**src/rtl/hack_pkg.sv**
```systemverilog
// Shared definitions for the handshaked Hack CPU core: FSM states,
// C-instruction field positions, dest/jump encodings and named ALU codes.
package hack_pkg;

    // Instruction sequencing states
    typedef enum logic [1:0] {
        FETCH  = 2'd0,
        READ   = 2'd1,
        WRITE  = 2'd2,
        COMMIT = 2'd3
    } state_t;

    // C-instruction field positions (always within the low 16 bits)
    localparam int A_BIT   = 12;
    localparam int COMP_HI = 11;
    localparam int COMP_LO = 6;
    localparam int DEST_HI = 5;
    localparam int DEST_LO = 3;
    localparam int JUMP_HI = 2;
    localparam int JUMP_LO = 0;

    // Bit indices inside the 3-bit dest field
    localparam int DEST_A = 2;
    localparam int DEST_D = 1;
    localparam int DEST_M = 0;

    // Bit indices inside the 3-bit jump field
    localparam int J_LT = 2;
    localparam int J_EQ = 1;
    localparam int J_GT = 0;

    // dest encodings
    localparam logic [2:0] DST_NONE = 3'b000;
    localparam logic [2:0] DST_M    = 3'b001;
    localparam logic [2:0] DST_D    = 3'b010;
    localparam logic [2:0] DST_MD   = 3'b011;
    localparam logic [2:0] DST_A    = 3'b100;
    localparam logic [2:0] DST_AM   = 3'b101;
    localparam logic [2:0] DST_AD   = 3'b110;
    localparam logic [2:0] DST_AMD  = 3'b111;

    // jump encodings
    localparam logic [2:0] JNULL = 3'b000;
    localparam logic [2:0] JGT   = 3'b001;
    localparam logic [2:0] JEQ   = 3'b010;
    localparam logic [2:0] JGE   = 3'b011;
    localparam logic [2:0] JLT   = 3'b100;
    localparam logic [2:0] JNE   = 3'b101;
    localparam logic [2:0] JLE   = 3'b110;
    localparam logic [2:0] JMP   = 3'b111;

    // comp codes {zx,nx,zy,ny,f,no}; "A" reads as "M" when a=1
    localparam logic [5:0] COMP_ZERO  = 6'b101010;
    localparam logic [5:0] COMP_ONE   = 6'b111111;
    localparam logic [5:0] COMP_NEG1  = 6'b111010;
    localparam logic [5:0] COMP_D     = 6'b001100;
    localparam logic [5:0] COMP_A     = 6'b110000;
    localparam logic [5:0] COMP_NOT_D = 6'b001101;
    localparam logic [5:0] COMP_NOT_A = 6'b110001;
    localparam logic [5:0] COMP_NEG_D = 6'b001111;
    localparam logic [5:0] COMP_NEG_A = 6'b110011;
    localparam logic [5:0] COMP_D_P1  = 6'b011111;
    localparam logic [5:0] COMP_A_P1  = 6'b110111;
    localparam logic [5:0] COMP_D_M1  = 6'b001110;
    localparam logic [5:0] COMP_A_M1  = 6'b110010;
    localparam logic [5:0] COMP_D_PA  = 6'b000010;
    localparam logic [5:0] COMP_D_MA  = 6'b010011;
    localparam logic [5:0] COMP_A_MD  = 6'b000111;
    localparam logic [5:0] COMP_D_AND = 6'b000000;
    localparam logic [5:0] COMP_D_OR  = 6'b010101;

    // Build a 16-bit C-instruction word
    function automatic logic [15:0] mk_c(input logic a, input logic [5:0] comp,
                                         input logic [2:0] dest, input logic [2:0] jump);
        return {3'b111, a, comp, dest, jump};
    endfunction

endpackage

```
**src/rtl/hack_alu.sv**
```systemverilog
// Combinational Hack ALU over WIDTH bits with zero/negative flags.
module hack_alu #(
    parameter int WIDTH = 16
) (
    input  logic [WIDTH-1:0] x_i,
    input  logic [WIDTH-1:0] y_i,
    input  logic [5:0]       comp_i,
    output logic [WIDTH-1:0] y_o,
    output logic             zr_o,
    output logic             ng_o
);

    logic [WIDTH-1:0] xs_s;
    logic [WIDTH-1:0] ys_s;
    logic [WIDTH-1:0] fo_s;

    // zx/nx/zy/ny preconditioning, f select, no postcondition, flags
    always_comb begin
        xs_s = x_i;
        ys_s = y_i;
        fo_s = {WIDTH{1'b0}};
        if (comp_i[5]) begin
            xs_s = {WIDTH{1'b0}};
        end else begin
            xs_s = x_i;
        end
        if (comp_i[4]) begin
            xs_s = ~xs_s;
        end else begin
            xs_s = xs_s;
        end
        if (comp_i[3]) begin
            ys_s = {WIDTH{1'b0}};
        end else begin
            ys_s = y_i;
        end
        if (comp_i[2]) begin
            ys_s = ~ys_s;
        end else begin
            ys_s = ys_s;
        end
        if (comp_i[1]) begin
            fo_s = xs_s + ys_s;
        end else begin
            fo_s = xs_s & ys_s;
        end
        if (comp_i[0]) begin
            y_o = ~fo_s;
        end else begin
            y_o = fo_s;
        end
        zr_o = (y_o == {WIDTH{1'b0}});
        ng_o = y_o[WIDTH-1];
    end

endmodule

```
**src/rtl/hack_cpu_hs.sv**
```systemverilog
// Multi-cycle Hack CPU core with valid/ack handshakes on instruction fetch
// and data memory. One instruction walks FETCH -> [READ] -> [WRITE] -> COMMIT.
module hack_cpu_hs
    import hack_pkg::*;
#(
    parameter int                WIDTH        = 16,
    parameter int                ADDR_W       = WIDTH - 1,
    parameter logic [ADDR_W-1:0] RESET_VECTOR = {ADDR_W{1'b0}}
) (
    input  logic              clk,
    input  logic              reset,
    output logic [ADDR_W-1:0] pc,
    input  logic [WIDTH-1:0]  instr_data,
    input  logic              instr_valid,
    output logic [ADDR_W-1:0] mem_addr,
    output logic              mem_re,
    output logic              mem_we,
    output logic [WIDTH-1:0]  mem_wdata,
    input  logic [WIDTH-1:0]  mem_rdata,
    input  logic              mem_ack,
    output logic              retire,
    output logic [WIDTH-1:0]  d_out,
    output logic [WIDTH-1:0]  a_out
);

    state_t            state_q,     state_d;
    logic [ADDR_W-1:0] pc_q,        pc_d;
    logic [WIDTH-1:0]  a_q,         a_d;
    logic [WIDTH-1:0]  d_q,         d_d;
    logic [WIDTH-1:0]  ir_q,        ir_d;
    logic [WIDTH-1:0]  mr_q,        mr_d;
    logic              mem_re_q,    mem_re_d;
    logic              mem_we_q,    mem_we_d;
    logic [WIDTH-1:0]  mem_wdata_q, mem_wdata_d;
    logic              retire_q,    retire_d;

    // Decode always looks at the instruction being worked on: the incoming
    // word while it is fetched, the latched IR afterwards. Likewise the M
    // operand comes straight from mem_rdata in the cycle MR is captured, so
    // the write data registered on entry to WRITE is already correct.
    logic [WIDTH-1:0]  cur_ir_s;
    logic              is_c_s;
    logic              a_sel_s;
    logic [2:0]        dest_s;
    logic [2:0]        jump_s;
    logic [WIDTH-1:0]  m_opnd_s;
    logic [WIDTH-1:0]  alu_y_s;
    logic              alu_zr_s;
    logic              alu_ng_s;
    logic              taken_s;
    logic              unused_s;

    assign cur_ir_s = (state_q == FETCH) ? instr_data : ir_q;
    assign is_c_s   = cur_ir_s[WIDTH-1];
    assign a_sel_s  = cur_ir_s[A_BIT];
    assign dest_s   = cur_ir_s[DEST_HI:DEST_LO];
    assign jump_s   = cur_ir_s[JUMP_HI:JUMP_LO];
    assign m_opnd_s = (state_q == READ) ? mem_rdata : mr_q;
    assign unused_s = ^cur_ir_s[WIDTH-2:13];

    hack_alu #(
        .WIDTH (WIDTH)
    ) u_alu (
        .x_i    (d_q),
        .y_i    (a_sel_s ? m_opnd_s : a_q),
        .comp_i (cur_ir_s[COMP_HI:COMP_LO]),
        .y_o    (alu_y_s),
        .zr_o   (alu_zr_s),
        .ng_o   (alu_ng_s)
    );

    assign taken_s = (jump_s[J_LT] & alu_ng_s) |
                     (jump_s[J_EQ] & alu_zr_s) |
                     (jump_s[J_GT] & ~alu_ng_s & ~alu_zr_s);

    // Next-state and datapath update for each instruction phase
    always_comb begin
        state_d     = state_q;
        pc_d        = pc_q;
        a_d         = a_q;
        d_d         = d_q;
        ir_d        = ir_q;
        mr_d        = mr_q;
        mem_wdata_d = mem_wdata_q;
        case (state_q)
            FETCH: begin
                if (instr_valid) begin
                    ir_d = instr_data;
                    if (is_c_s && a_sel_s) begin
                        state_d = READ;
                    end else if (is_c_s && dest_s[DEST_M]) begin
                        state_d     = WRITE;
                        mem_wdata_d = alu_y_s;
                    end else begin
                        state_d = COMMIT;
                    end
                end else begin
                    state_d = FETCH;
                end
            end
            READ: begin
                if (mem_ack) begin
                    mr_d = mem_rdata;
                    if (dest_s[DEST_M]) begin
                        state_d     = WRITE;
                        mem_wdata_d = alu_y_s;
                    end else begin
                        state_d = COMMIT;
                    end
                end else begin
                    state_d = READ;
                end
            end
            WRITE: begin
                if (mem_ack) begin
                    state_d = COMMIT;
                end else begin
                    state_d = WRITE;
                end
            end
            COMMIT: begin
                state_d = FETCH;
                if (!is_c_s) begin
                    a_d  = {{(WIDTH-ADDR_W){1'b0}}, ir_q[ADDR_W-1:0]};
                    pc_d = pc_q + {{(ADDR_W-1){1'b0}}, 1'b1};
                end else begin
                    if (dest_s[DEST_A]) begin
                        a_d = alu_y_s;
                    end else begin
                        a_d = a_q;
                    end
                    if (dest_s[DEST_D]) begin
                        d_d = alu_y_s;
                    end else begin
                        d_d = d_q;
                    end
                    // jump target is the A value from before this commit
                    if (taken_s) begin
                        pc_d = a_q[ADDR_W-1:0];
                    end else begin
                        pc_d = pc_q + {{(ADDR_W-1){1'b0}}, 1'b1};
                    end
                end
            end
            default: begin
                state_d = FETCH;
            end
        endcase
        mem_re_d = (state_d == READ);
        mem_we_d = (state_d == WRITE);
        retire_d = (state_d == COMMIT);
    end

    // State and output registers; reset abandons any pending request
    always_ff @(posedge clk) begin
        if (reset) begin
            state_q     <= FETCH;
            pc_q        <= RESET_VECTOR;
            a_q         <= {WIDTH{1'b0}};
            d_q         <= {WIDTH{1'b0}};
            ir_q        <= {WIDTH{1'b0}};
            mr_q        <= {WIDTH{1'b0}};
            mem_re_q    <= 1'b0;
            mem_we_q    <= 1'b0;
            mem_wdata_q <= {WIDTH{1'b0}};
            retire_q    <= 1'b0;
        end else begin
            state_q     <= state_d;
            pc_q        <= pc_d;
            a_q         <= a_d;
            d_q         <= d_d;
            ir_q        <= ir_d;
            mr_q        <= mr_d;
            mem_re_q    <= mem_re_d;
            mem_we_q    <= mem_we_d;
            mem_wdata_q <= mem_wdata_d;
            retire_q    <= retire_d;
        end
    end

    assign pc        = pc_q;
    assign mem_addr  = a_q[ADDR_W-1:0];
    assign mem_re    = mem_re_q;
    assign mem_we    = mem_we_q;
    assign mem_wdata = mem_wdata_q;
    assign retire    = retire_q;
    assign d_out     = d_q;
    assign a_out     = a_q;

endmodule

```
**config.mk**
```make
export PLATFORM = sky130hd
export DESIGN_NAME = hack_cpu_hs
export DESIGN_NICKNAME = d
export VERILOG_FILES = /design/src/rtl/hack_pkg.sv /design/src/rtl/hack_alu.sv /design/src/rtl/hack_cpu_hs.sv
export SDC_FILE = /design/constraint.sdc
export NUM_CORES = 1
export LEC_CHECK = 0
export CAP_MARGIN = 40
export CORE_ASPECT_RATIO = 1.75
export CORE_UTILIZATION = 35
export DETAILED_ROUTE_END_ITERATION = 6
export PLACE_DENSITY_LB_ADDON = 0.08
export REMOVE_ABC_BUFFERS = 1
export SLEW_MARGIN = 20
export SYNTH_ARGS = -nofsm -noshare
export SYNTH_HDL_FRONTEND = slang
export SYNTH_SLANG_ARGS = --single-unit
```
**constraint.sdc**
```tcl
create_clock -name clk -period 13.79 [get_ports clk]
set_clock_uncertainty 0.2 [all_clocks]
set_input_delay 3.4475 -clock clk [delete_from_list [all_inputs] [get_ports clk]]
set_output_delay 3.4475 -clock clk [all_outputs]
set_load 0.05 [all_outputs]
```
### Word level (Yosys, flattened, before mapping)

Cells that the tools add are included.

* word-level logic and storage cells: 72
* input port bits: 36
* output and inout bits: 81
* register bits after elaboration: 100

* multiplexer cells: 26
* add/subtract/negate cells: 2
* bitwise logic cells: 12
* reduce and logical (&&, ||, !) cells: 10
* equal/unequal tests: 12

Operators with widths (number)
* $mux 16: 16
* $not 16->16: 3
* $pmux 16 s2: 1
* $mux 15: 2
* $add 16x16->16: 1
* $and 16x16->16: 1
* $logic_not 16->1: 1
* $add 15x1->15 const B: 1
* $ne 2x2->1 const B: 5
* $eq 2x2->1 const B: 4
* $pmux 2 s4: 1
* $mux 2: 3
* $reduce_and 2->1: 3
* $reduce_and 6->1: 1
* $and 1x1->1: 4
* $eq 2x1->1 const B: 2
* $mux 1: 3
* $reduce_and 3->1: 1
* $logic_and 1x1->1: 2
* $logic_not 2->1: 1
* $ne 2x1->1 const B: 1
* $not 1->1: 2
* $or 1x1->1: 2
* $reduce_bool 2->1: 1

### Longest topological paths before layout

* depth in word-level cells: 16
* gate-level depth with buffers: 23
* mapped depth without buffers: 18

### By module

Synthesis repeated with hierarchy kept, for this count alone.

* cells, all modules: 816
* area total of the unflattened synthesis: 6483.7 um^2

By module, submodules not included
* hack_cpu_hs: area an instance 4732.0 um^2, cells each 581, times used 1
* hack_alu: area an instance 1751.7 um^2, cells each 235, times used 1

### Worst setup path after synthesis

Ideal clock, no wire load.

* path type: input to register
* start point: input instr_data[10]
* end point: register pc_q[0] (netlist: pc[0])
* slack: 5.919 ns
* data required time: 13.458 ns
* stages on the path: 17
* arrival: 7.539 ns
* buffers on the path: 3
* cells stage by stage: mux2i_1 > clkbuf_1 > xor2_1 > fa_1 > a21o_1 > a221oi_2 > a2bb2oi_1 > a21oi_1 > o31a_1 > or4b_1 > mux2i_1 > and2_1 > o221a_2 > buf_6 > buf_6 > mux2i_1 > a21oi_1

* word-level cells in the longest chain between the ends: 12

Ends and longest elaborated chain
* from (decl): line hack_cpu_hs.sv:13 `input logic [WIDTH-1:0] instr_data,`
* $mux 16 *: line hack_cpu_hs.sv:53 `assign cur_ir_s = (state_q == FETCH) ? instr_data : ir_q;`
* $mux 16 *: line hack_alu.sv:27 `if (comp_i[4]) begin`
* $add 16x16->16 or $and 16x16->16 (tied branches): line hack_alu.sv:43, hack_alu.sv:45
* $mux 16 *: line hack_alu.sv:42 `if (comp_i[1]) begin`
* $not 16->16: line hack_alu.sv:48 `y_o = ~fo_s;`
* $mux 16 *: line hack_alu.sv:47 `if (comp_i[0]) begin`
* $logic_not 16->1 or $not 1->1 (tied branches): line hack_alu.sv:52, hack_cpu_hs.sv:74
* $and 1x1->1 (tied with other cells): line hack_cpu_hs.sv:73 `(jump_s[J_EQ] & alu_zr_s) |`
* $or 1x1->1 or $and 1x1->1 (tied branches): line hack_cpu_hs.sv:72, hack_cpu_hs.sv:74
* $or 1x1->1 *: line hack_cpu_hs.sv:73
* $mux 15 *: line hack_cpu_hs.sv:138 `if (taken_s) begin`
* $mux 15 *: line hack_cpu_hs.sv:123 `if (!is_c_s) begin`
* to (signal assigned): line hack_cpu_hs.sv:169 `pc_q <= pc_d;`
* to (decl): line hack_cpu_hs.sv:27 `logic [ADDR_W-1:0] pc_q, pc_d;`

Mark *: on every way between the ends. The rest lies on a longest branch, timed or not.
A chain may end at the register's enable or synchronous reset.

### Worst setup path in the final report

* start point: input instr_data[12]
* end point: register pc_q[1] (netlist: pc[1])

* word-level cells in the longest chain between the ends: 15

Ends and longest elaborated chain
* $mux 16 *: line hack_cpu_hs.sv:53
* $mux 16 *: line hack_cpu_hs.sv:65 `.y_i (a_sel_s ? m_opnd_s : a_q),`
* $mux 16 *: line hack_alu.sv:32 `if (comp_i[3]) begin`
* $not 16->16: line hack_alu.sv:38 `ys_s = ~ys_s;`
* $mux 16 *: line hack_alu.sv:37 `if (comp_i[2]) begin`
* $add 16x16->16 or $and 16x16->16 (tied branches): line hack_alu.sv:43, hack_alu.sv:45
* $mux 16 *: line hack_alu.sv:42
* $not 16->16: line hack_alu.sv:48
* $mux 16 *: line hack_alu.sv:47
* $logic_not 16->1 or $not 1->1 (tied branches): line hack_alu.sv:52, hack_cpu_hs.sv:74
* $and 1x1->1 (tied with other cells): line hack_cpu_hs.sv:73
* $or 1x1->1 or $and 1x1->1 (tied branches): line hack_cpu_hs.sv:72, hack_cpu_hs.sv:74
* $or 1x1->1 *: line hack_cpu_hs.sv:73
* $mux 15 *: line hack_cpu_hs.sv:138
* $mux 15 *: line hack_cpu_hs.sv:123

Marked as above.

==> impl_results.md <==
- Final-report max-slew violation count: 0
- Internal: 0.000647 W
- Final Hold Viols: 0
- Delay of the slowest cell on the worst path: 0.74 ns
- Initial antenna violation count: 0
- Reg power frac: 28.5%
- Via count: 6258
- Clock Sinks: 100
- Layout area overhead: 24.2%
- Req. time, crit path: 13.86 ns
- Post-Route WL: 20.6 mm
- Cell Chain, Critical Path: clkdlybuf4s50_1, mux2_2, nor2_1, a211oi_1, xnor2_1, ha_1, fa_1, a21o_1, a221oi_2, a2bb2oi_1, a21oi_1, o31a_1, or4b_1, mux2i_1, and2_1, o221a_2, mux2i_1, a211oi_1
- Logic pwr share: 46.1%
- Global-route wire length before repair: 32.6 mm
- Most frequent cells after synthesis: nand2_1, nor2_1, dfxtp_1, a21oi_1, a211oi_1
- # fillers: 1802
- Utilization after layout: 44.9%
- Post-DP HPWL: 15.5 mm
- Simple-gate portion of the synthesized area: 23.7%
- Unique masters post-synth: 65
- Status: completed
- Tmin final: 8.80 ns
- CP max FO: 41
- Worst slew pin tran: 0.840 ns
- Buffer count from post-CTS setup fixing: 0
- Die Y: 180 um
- Sequential area share after synthesis: 31.5%
- Antenna diodes: 0
- Area contributors post-synth: dfxtp_1, nand2_1, a211oi_1, nor2_1, a21oi_1
- Routability cong.: 0.835
- Routed WL per cell: 18.1 um
- Maximum number of pins on one net before global-route repair: 71
- Post-Synth Adder-Cell Area: 3.66%
- Mean area per synthesized cell: 7.64 um^2
- Asr flop ratio synth: 0%
- Cell with the most instances after synthesis: nand2_1
- Largest family of logic cells by synthesized area: simple AND/OR/NAND/NOR gates
- CTS buffer count: 9
- Critical path arrival: 8.87 ns
- Max Cap Violations: 0
- Slew HR: 44.0%
- DP Cell Count: 1121
- 1st-pass router iterations: 5
- Mux contribution to synthesized area: 5.60%
- IO Count: 117
- GRT Residual Overflow: 0
- Die width: 104 um
- Yosys Warn Count: 0
- Lkg Pwr: 2.64 nW
- RSZ-0062 raised after global routing: no
- Root buf cell: clkbuf_16
- Critical path class: in -> reg
- Clock latency on the worst-skew pair: 0.35 ns
- Mapped Cells: 833
- Tot Pwr: 0.00111 W
- CTS resizes: 0
- Sw frac: 41.7%
- Final Non-Filler Cells: 1138
- Post-Syn Area: 0.00636 mm^2
- Clk slew on worst S/H paths: 0.07 ns
- DRC violations left: 0
- Clock Power Share: 25.4%
- Power Density: 140 mW/mm^2
- Share of layout cells above drive strength 1: 5.29%
- Hold Buf Count CTS: 0
- CP max stage cell: o221a_2
- H-Tree Depth: 3
- Initial Util: 36.1%
- XOR/XNOR share of the synthesized area: 7.30%
- Final setup violation count: 0
- Share of the synthesized area in the top cell type: 31.5%
- Flops & latches, synth: 100
- CTS tree: yes
- Post-synth EDFFs: 0
- Setup_tns: 0 ns
- Longest Clk Path Bufs: 2
- Maximum VDD drop: 0.0739 mV
- Setup crit start kind: primary input
- Vias in the first global route: 5972
- Core region area: 0.0176 mm^2
- Total Routing Usage GR: 21.9%
- Post-DRT Antenna Nets: 0
- Synth area leader: dfxtp_1
- FP Rows: 64
- Compound-Gate Fraction of Synth Area: 21.7%
- Final Cycle Share: 63.8%
- Path category of the worst min-delay check: reg -> reg
- Hold WS: 0.256 ns
- Die area: 0.0187 mm^2
- 1st-iter DRT viols: 239
- Max Freq: 0.114 GHz
- Fin nets: 956
- NetSw: 0.000463 W
- IO buf count: 116
- Vias per inst: 5.50
- Leading register cell type out of synthesis: dfxtp_1
- CP Capture Type: flop
[worst max-delay path: cells and delay by family]
kind	cells	cell delay, ns
buffers and inverters	1	0.51
AOI/OAI and AO/OA	8	2.52
xor gates and xnor gates	1	0.11
and+or+nand+nor	3	0.70
adders and majority gates	2	0.67
muxes	3	0.89
[power groups by stage]
stage | Combinational, W | Clock, W | Sequential, W
after detailed placement | 0.000508 | 0 | 0.000323
after CTS | 0.000510 | 0.000287 | 0.000316
final | 0.000512 | 0.000282 | 0.000316
after floorplan | 0.000325 | 0 | 0.000349
after global routing | 0.000556 | 0.000300 | 0.000318
after global placement | 0.000501 | 0 | 0.000322
[placed cells by master (no fill, tap or decap), types with 10 or more instances in the layout]
cell	instances
nor2_1	101
dfxtp_1	100
buf_4	10
xnor2_1	34
xor2_1	19
clkdlybuf4s50_1	115
mux2i_1	28
nand2_1	144
nor3_1	20
nand3_1	27
a31oi_1	15
ha_1	17
a2bb2oi_1	14
a21oi_1	65
a211oi_1	57
[routing by layer]
layer / vias up / part of all wire (%) / global-route usage, %
met5: - / 0 / 0
met4: 0 / 3.4 / 9.20
met3: 39 / 3.7 / 2.86
met2: 182 / 53 / 40.5
met1: 2962 / 40 / 24.9
li1: 3075 / - / -
[flip-flops by register name (all words and copies together), names as in the netlist]
name and count:
retire 1, a_out 16, mem_we 1, mem_re 1
pc 15, state_q 2, ir_q 16, d_out 16
mem_wdata 16, mr_q 16
[path summary, 6_finish.rpt]
kind / startpoint / to / slack [ns] / cells after the start
worst min-delay path: mr_q[2] / mr_q[2] / 0.26 / 2
worst max-delay path: instr_data[12] / pc[1] / 4.99 / 18
worst max register to register: state_q[0] / pc[1] / 7.79 / 17
worst min register to register: mr_q[2] / mr_q[2] / 0.26 / 2
[cells by family after synthesis]
kind of cell,Yosys count
mux,35
buf+inv,80
fa+ha+maj,18
flops,100
simple gates,342
compound gates,205
xor+xnor,53
[through the flow]
step	area (um^2)	setup slack, ns
finish	7910	4.99
global route	7910	4.55
CTS	7890	4.99
detailed placement	7580	4.65
global placement	7520	4.73
floorplan	5980	5.25
[layout make-up]
type                       instances  area (um^2)  share of cell area (%)
clock buffer                      11          233                    2.94
clock inverter                     5         83.8                    1.06
inverter                           8         30.0                   0.380
multi-input combinational        653         3970                    50.2
sequential                       100         2000                    25.3
tap                              231          289                    3.66
timing repair buffer             130         1300                    16.4
Note: power is estimated with default switching activity, not from simulation.
